File: config.mk
export PLATFORM = sky130hd
export DESIGN_NAME = fifo_dot_reader
export DESIGN_NICKNAME = d
export VERILOG_FILES = /design/src/rtl/dot_reader_pkg.sv /design/src/rtl/fifo_dot_reader_mac.sv /design/src/rtl/fifo_dot_reader.sv
export SDC_FILE = /design/constraint.sdc
export NUM_CORES = 1
export LEC_CHECK = 0
export ABC_AREA = 0
export CORE_MARGIN = 2
export CORE_UTILIZATION = 53
export CTS_CLUSTER_SIZE = 25
export DETAILED_ROUTE_END_ITERATION = 16
export PLACE_DENSITY = 0.79
export SLEW_MARGIN = 40
export SYNTH_ARGS = -nofsm -noshare
export SYNTH_HDL_FRONTEND = slang
export SYNTH_HIERARCHICAL = 1
export SYNTH_SLANG_ARGS = --single-unit
File: constraint.sdc
create_clock -name clk -period 4.7 [get_ports clk]
set_clock_uncertainty 0.2 [all_clocks]
set_input_delay 0.47 -clock clk [delete_from_list [all_inputs] [get_ports clk]]
set_output_delay 0.47 -clock clk [all_outputs]
set_load 0.005 [all_outputs]
File: src/rtl/dot_reader_pkg.sv
// Shared types for the dual-FIFO dot-product reader.
package dot_reader_pkg;

    typedef enum logic [1:0] {
        IDLE  = 2'd0,
        READ  = 2'd1,
        DRAIN = 2'd2,
        DONE  = 2'd3
    } rd_state_t;

endpackage

File: src/rtl/fifo_dot_reader_mac.sv
// Multiply-accumulate stage: accumulates a*b one cycle after each read enable,
// matching the FIFOs' registered read data.
module dot_mac #(
    parameter int DATA_WIDTH = 8,
    parameter int ACC_WIDTH  = 24
) (
    input  logic                  clk,
    input  logic                  rst,
    input  logic                  clr,
    input  logic                  en,
    input  logic [DATA_WIDTH-1:0] a,
    input  logic [DATA_WIDTH-1:0] b,
    output logic [ACC_WIDTH-1:0]  acc
);

    localparam int PROD_WIDTH = 2 * DATA_WIDTH;
    // Wide enough for both the full product and the accumulator; the sum is
    // truncated back to ACC_WIDTH so accumulation wraps.
    localparam int SUM_WIDTH  = (ACC_WIDTH > PROD_WIDTH) ? ACC_WIDTH : PROD_WIDTH;

    logic                 pend_reg;
    logic [ACC_WIDTH-1:0] acc_reg;
    logic [ACC_WIDTH-1:0] acc_next;
    logic [SUM_WIDTH-1:0] prod_ext;
    logic [SUM_WIDTH-1:0] sum_ext;

    always_comb begin
        prod_ext = SUM_WIDTH'(a) * SUM_WIDTH'(b);
        sum_ext  = SUM_WIDTH'(acc_reg) + prod_ext;
        acc_next = sum_ext[ACC_WIDTH-1:0];
    end

    always_ff @(posedge clk) begin
        if (rst) begin
            pend_reg <= 1'b0;
            acc_reg  <= '0;
        end else begin
            pend_reg <= en;
            if (clr) begin
                acc_reg <= '0;
            end else if (pend_reg) begin
                acc_reg <= acc_next;
            end
        end
    end

    assign acc = acc_reg;

endmodule

File: src/rtl/fifo_dot_reader.sv
// Drains LEN operand pairs from two FIFOs in lockstep and reports their
// unsigned dot product with a one-cycle result_valid pulse.
module fifo_dot_reader
    import dot_reader_pkg::*;
#(
    parameter int DATA_WIDTH = 8,
    parameter int LEN        = 8,
    parameter int ACC_WIDTH  = 24
) (
    input  logic                  clk,
    input  logic                  rst,
    input  logic                  start,
    input  logic                  a_empty,
    input  logic                  b_empty,
    input  logic [DATA_WIDTH-1:0] a_data,
    input  logic [DATA_WIDTH-1:0] b_data,
    output logic                  a_rden,
    output logic                  b_rden,
    output logic                  busy,
    output logic [ACC_WIDTH-1:0]  result,
    output logic                  result_valid
);

    localparam int CNT_WIDTH = $clog2(LEN + 1);
    localparam logic [CNT_WIDTH-1:0] LAST_IDX = CNT_WIDTH'(LEN - 1);

    rd_state_t            state_reg;
    rd_state_t            state_next;
    logic [CNT_WIDTH-1:0] issued_reg;
    logic [CNT_WIDTH-1:0] issued_next;
    logic                 fire;
    logic                 clr;

    always_ff @(posedge clk) begin
        if (rst) begin
            state_reg  <= IDLE;
            issued_reg <= '0;
        end else begin
            state_reg  <= state_next;
            issued_reg <= issued_next;
        end
    end

    always_comb begin
        state_next   = state_reg;
        issued_next  = issued_reg;
        fire         = 1'b0;
        clr          = 1'b0;
        a_rden       = 1'b0;
        b_rden       = 1'b0;
        busy         = (state_reg != IDLE);
        result_valid = 1'b0;
        unique case (state_reg)
            IDLE: begin
                if (start) begin
                    clr         = 1'b1;
                    issued_next = '0;
                    state_next  = READ;
                end
            end
            READ: begin
                // No lookahead: a pair is taken only when both sides are non-empty now.
                fire = !a_empty && !b_empty;
                if (fire) begin
                    a_rden      = 1'b1;
                    b_rden      = 1'b1;
                    issued_next = issued_reg + 1'b1;
                    if (issued_reg == LAST_IDX) begin
                        state_next = DRAIN;
                    end
                end
            end
            DRAIN: begin
                state_next = DONE;
            end
            DONE: begin
                result_valid = 1'b1;
                state_next   = IDLE;
            end
            default: begin
                state_next = IDLE;
            end
        endcase
    end

    dot_mac #(
        .DATA_WIDTH (DATA_WIDTH),
        .ACC_WIDTH  (ACC_WIDTH)
    ) u_mac (
        .clk (clk),
        .rst (rst),
        .clr (clr),
        .en  (fire),
        .a   (a_data),
        .b   (b_data),
        .acc (result)
    );

endmodule
Word level (Yosys, flattened, before mapping)
Index checks and enable logic that the tools add are counted.

storage, ports and cells
  output and inout bits = 28
  logic and storage cells = 37
  register bits after elaboration = 31

operators by class
  equal/unequal tests = 7
  bitwise operators = 1
  reductions and logical operators = 10
  muxes and demuxes = 12
  multiply operators = 1
  add/sub/neg operators = 2

operators by type and width
  cell                 count
  $add 24x16->24       1
  $mul 8x8->16         1
  $mux 4               2
  $pmux 2 s4           1
  $pmux 4 s2           1
  $mux 2               3
  $ne 2x2->1 const B   3
  $reduce_and 3->1     2
  $mux 1               5
  $add 4x1->4 const B  1
  $eq 2x2->1 const B   2
  $eq 4x3->1 const B   1
  $reduce_bool 2->1    2
  $reduce_or 2->1      2
  $eq 2x1->1 const B   1
  $logic_not 1->1      2
  $logic_not 2->1      1
  $logic_and 1x1->1    1
  $not 1->1            1

Depth between registers and ports, before layout
  depth after elaboration = 4
  gate-level depth with buffers = 18
  gate-level depth less buffers = 17

By module
Netlist, hierarchy kept.

modules (own cells, without submodules)
  module           instances  cells each  area each (um2)
  dot_mac          1          456         3828.7
  fifo_dot_reader  1          44          414.1

Least setup slack after synthesis
OpenSTA, ideal clock, no wires.

  path type = input-to-reg
  start = input b_data[1]
  end = register u_mac.acc_reg[17], in the netlist u_mac/acc[17]
  data arrival time = 4351 ps
  stages = 16
  required time = 4377 ps
  path slack = 26 ps
  cells stage by stage = clkbuf_1 -> nand2_1 -> fa_1 -> inv_1 -> fa_1 -> fa_1 -> inv_1 -> fa_1 -> inv_1 -> ha_1 -> a21o_1 -> a21oi_1 -> a21oi_2 -> or3_1 -> a211oi_1 -> nor3b_1

between the ends
  word-level cells in the longest chain between the ends = 2

RTL lines
  element               RTL line                   RTL
  start, declared       fifo_dot_reader.sv:16      input logic [DATA_WIDTH-1:0] b_data,
  $mul 8x8->16          fifo_dot_reader_mac.sv:28  prod_ext = SUM_WIDTH'(a) * SUM_WIDTH'(b);
  $add 24x16->24        fifo_dot_reader_mac.sv:29  sum_ext = SUM_WIDTH'(acc_reg) + prod_ext;
  end signal, assigned  fifo_dot_reader_mac.sv:42  acc_reg <= acc_next;
  end, declared         fifo_dot_reader_mac.sv:22  logic [ACC_WIDTH-1:0] acc_reg;

No other way between the ends.
A chain may end at the register's enable or synchronous reset.

Worst setup path after layout
  start = input a_data[3]
  end = register u_mac.acc_reg[12], in the netlist u_mac/acc[12]

between the ends
  word-level cells in the longest chain between the ends = 2

RTL lines
  element          RTL line                   RTL
  start, declared  fifo_dot_reader.sv:15      input logic [DATA_WIDTH-1:0] a_data,
  $mul 8x8->16     fifo_dot_reader_mac.sv:28
  $add 24x16->24   fifo_dot_reader_mac.sv:29

No other way between the ends.

==> results_dict.tcl <==
set metrics [dict create \
    drtIter0Drc 186 \
    post-route-min-period_ns 4.59 \
    cts_tree "built" \
    fillCellCount 589 \
    pre_cts_slack_ns -0.702 \
    crit_path_frequent_cell "fa_1" \
    r2r-end "u_mac/acc[8]" \
    drv_slew 0 \
    setup_ws_ns 0.105 \
    swShare_pct 44.4 \
    placed_cell_area_um2 5100 \
    drive_above_1_share_pct 18.2 \
    pwr-share-clk_pct 11.9 \
    setup_viol 0 \
    grtUsageMet2_pct 42.2 \
    drt_wl_total_um 11100 \
    num_rows 32 \
    seqPwrFrac_pct 15.1 \
    synth.ff_latch_count 31 \
    antenna_found_initial 0 \
    path_depth 16 \
    die_width_um 93.5 \
    synth_area_leaders "fa_1 (24%), dfxtp_1 (15%), ha_1 (14%)" \
    diodes 0 \
    powerDensity_nw_per_um2 363 \
    hold_viol 0 \
    grt_pass1_vias 3725 \
    cp-start-kind "input port" \
    routedWlPerCell_um 16.1 \
    syn_area_um2 4240 \
    cp-startpoint "a_data[3]" \
    slew_headroom_pct 58.4 \
    final_nets 704 \
    multiInputGateArea_um2 3350 \
    combPwrFrac_pct 73.0 \
    status "finished, final reports clean" \
    clkLatencyLatePin_ns 0.28 \
    cts_buffer_depth 2 \
    synth_commonest_cells "inv_1 (106), fa_1 (50), ha_1 (47)" \
    synth_top_area_share_pct 23.6 \
    peakVddDrop_mv 0.236 \
    synth_cells 500 \
    die_h_um 93.5 \
    tightest_slew_ns 0.624 \
    fmax_mhz 218 \
    largest_register_ffs 24 \
    grt_pass1_wl_um 17500 \
    cp-endpoint "u_mac/acc[12]" \
    grt_busiest_layer "met2" \
    drt_pass1_iterations 4 \
    yosys_warnings 6 \
    path_cells "buf_2 -> and2_1 -> fa_1 -> fa_1 -> fa_1 -> inv_1 -> fa_1 -> inv_1 -> ha_4 -> a21o_1 -> a21o_1 -> a221oi_4 -> buf_4 -> a21o_2 -> a21oi_1 -> a31o_2" \
    regArea_um2 622 \
    r2r_slack_ns 0.19 \
    htreeDepth 2 \
    dpl.cell_count 677 \
    hpwlAfterDp_um 8100 \
    hp-class "reg2reg" \
    post-route-period-util_pct 97.8 \
    drc_errors 0 \
    seq_area_frac_synth_pct 14.6 \
    synthesis.nets 618 \
    gr-total-overflow 0 \
    port_buffers 48 \
    cts-root-buf "clkbuf_8" \
    place_congestion 0.914 \
    cpMaxStageDelayCell "fa_1" \
    core_um2 7730 \
    path_clk_slew_ns 0.06 \
    synthArstFlopShare_pct 0 \
    fin_cells 689 \
    grt_max_degree 29 \
    r2r_cells 16 \
    yosysTopAreaCell "fa_1" \
    area_growth_pct 26.5 \
    io_pins 49 \
    required_ns 4.67 \
    ys_types 60 \
    final_cell_area_um2 5370 \
    met1_usage_pct 32.9 \
    synth_flop_cell "dfxtp_1" \
    end_kind "flop" \
    slowest_delay_ns 0.55 \
    arrival_ns 4.56 \
    num_vias 3857 \
    synth_most_common_cell "inv_1" \
    cts_buffers 5 \
    synth_edf_count 0 \
    start_util_pct 54.9 \
    use_met3_pct 3.87 \
    totalNegativeSetupSlack_ns 0 \
    p_switching_uw 863 \
    cp_max_fo 7 \
    die_area_um2 8740 \
    ctsHoldBuffers 0 \
    synth.avg_cell_area_um2 8.49 \
    viasPerCell 5.60 \
    ant_nets 0 \
    track_usage_pct 24.9 \
    r2r-start "u_mac/acc[6]" \
    p_int_mw 1.08 \
    worstSetupPathType "in2reg" \
    drv_cap 0 \
    crit_buf_inv 4 \
    p_leak_nw 2.50 \
    cts.sinks 31 \
    critical-path-top-delay-family "adder cells" \
    fin_util_pct 69.4 \
]
## cells in the final DEF, fill, tap and decap left out, drive strengths merged, types with 6 or more instances in the layout
cell             n
a21o             7
a21oi           18
and2            36
and4             6
buf             57
clkbuf           9
clkdlybuf4s50   32
dfxtp           31
fa              50
ha              47
inv            106
mux2i            9
nand2           43
nand3           14
nand4            9
nor2            16
nor3             8
nor4             9
o21ai            7
## cell type report
type / count / share of cell area [%]
multi-input cells: 348 / 62.4
repair buffers: 94 / 14.3
flip-flops and latches: 31 / 11.6
inverters: 106 / 7.42
well taps: 102 / 2.38
clock buffers: 8 / 1.87
## worst reg2reg max path, stage by stage (launching register included)
cell	delay [ns]
dfxtp_1	0.42
inv_1	0.09
fa_1	0.53
inv_1	0.05
fa_1	0.50
inv_1	0.05
fa_1	0.48
fa_1	0.56
inv_1	0.08
ha_4	0.27
a21oi_2	0.21
o22ai_4	0.12
or2_4	0.27
buf_4	0.14
xor2_1	0.14
mux2i_1	0.19
nor2_1	0.07
## worst min path at each step
stage / from / endpoint / cells past startpoint
3_5_place_dp: issued_reg[1] / issued_reg[1] / 1
2_1_floorplan: issued_reg[1] / issued_reg[1] / 1
4_1_cts: u_mac/acc[13] / u_mac/acc[13] / 2
6_report: u_mac/acc[13] / u_mac/acc[13] / 2
3_3_place_gp: u_mac/acc[13] / u_mac/acc[13] / 2
5_1_grt: u_mac/acc[13] / u_mac/acc[13] / 2
## cells by family (layout without fill, tap and decap cells)
kind of cell    after synthesis  count (layout)  synth area share [%]
compound gates               67              67                  11.9
flops                        31              31                  14.6
fa+ha+maj                    97              97                  37.5
mux                          10              10                  2.39
buf+inv                     121             208                  10.9
simple gates                170             170                  21.9
xor+xnor                      4               4                 0.826
## power groups by stage
stage	Sequential, mW	Combinational [mW]	Clock [mW]
after floorplan	0.291	0.732	0
after global placement	0.298	1.10	0
after detailed placement	0.299	1.13	0
after CTS	0.294	1.22	0.234
after global routing	0.296	1.56	0.248
final	0.294	1.42	0.231
## metrics by stage
stage / hold WS, ns / power, mW
floorplan: 0.269 / 1.02
global placement: 0.290 / 1.39
detailed placement: 0.294 / 1.43
CTS: 0.307 / 1.75
global route: 0.325 / 2.10
finish: 0.305 / 1.95
## timing repair
action / 4_1_cts / 5_1_grt
gates resized for setup: 65 / 32
endpoints found under the setup margin: 17 / 13
pin swaps: 6 / 11
setup buffers: 1 / 3
## per-layer routing
| layer | routed length, um | vias to the layer above |
|---|---|---|
| li1 | - | 1818 |
| met1 | 4620 | 1893 |
| met2 | 5620 | 108 |
| met3 | 486 | 38 |
| met4 | 367 | 0 |
| met5 | 0 | - |
No activity file was read; power rests on OpenSTA's default activity.
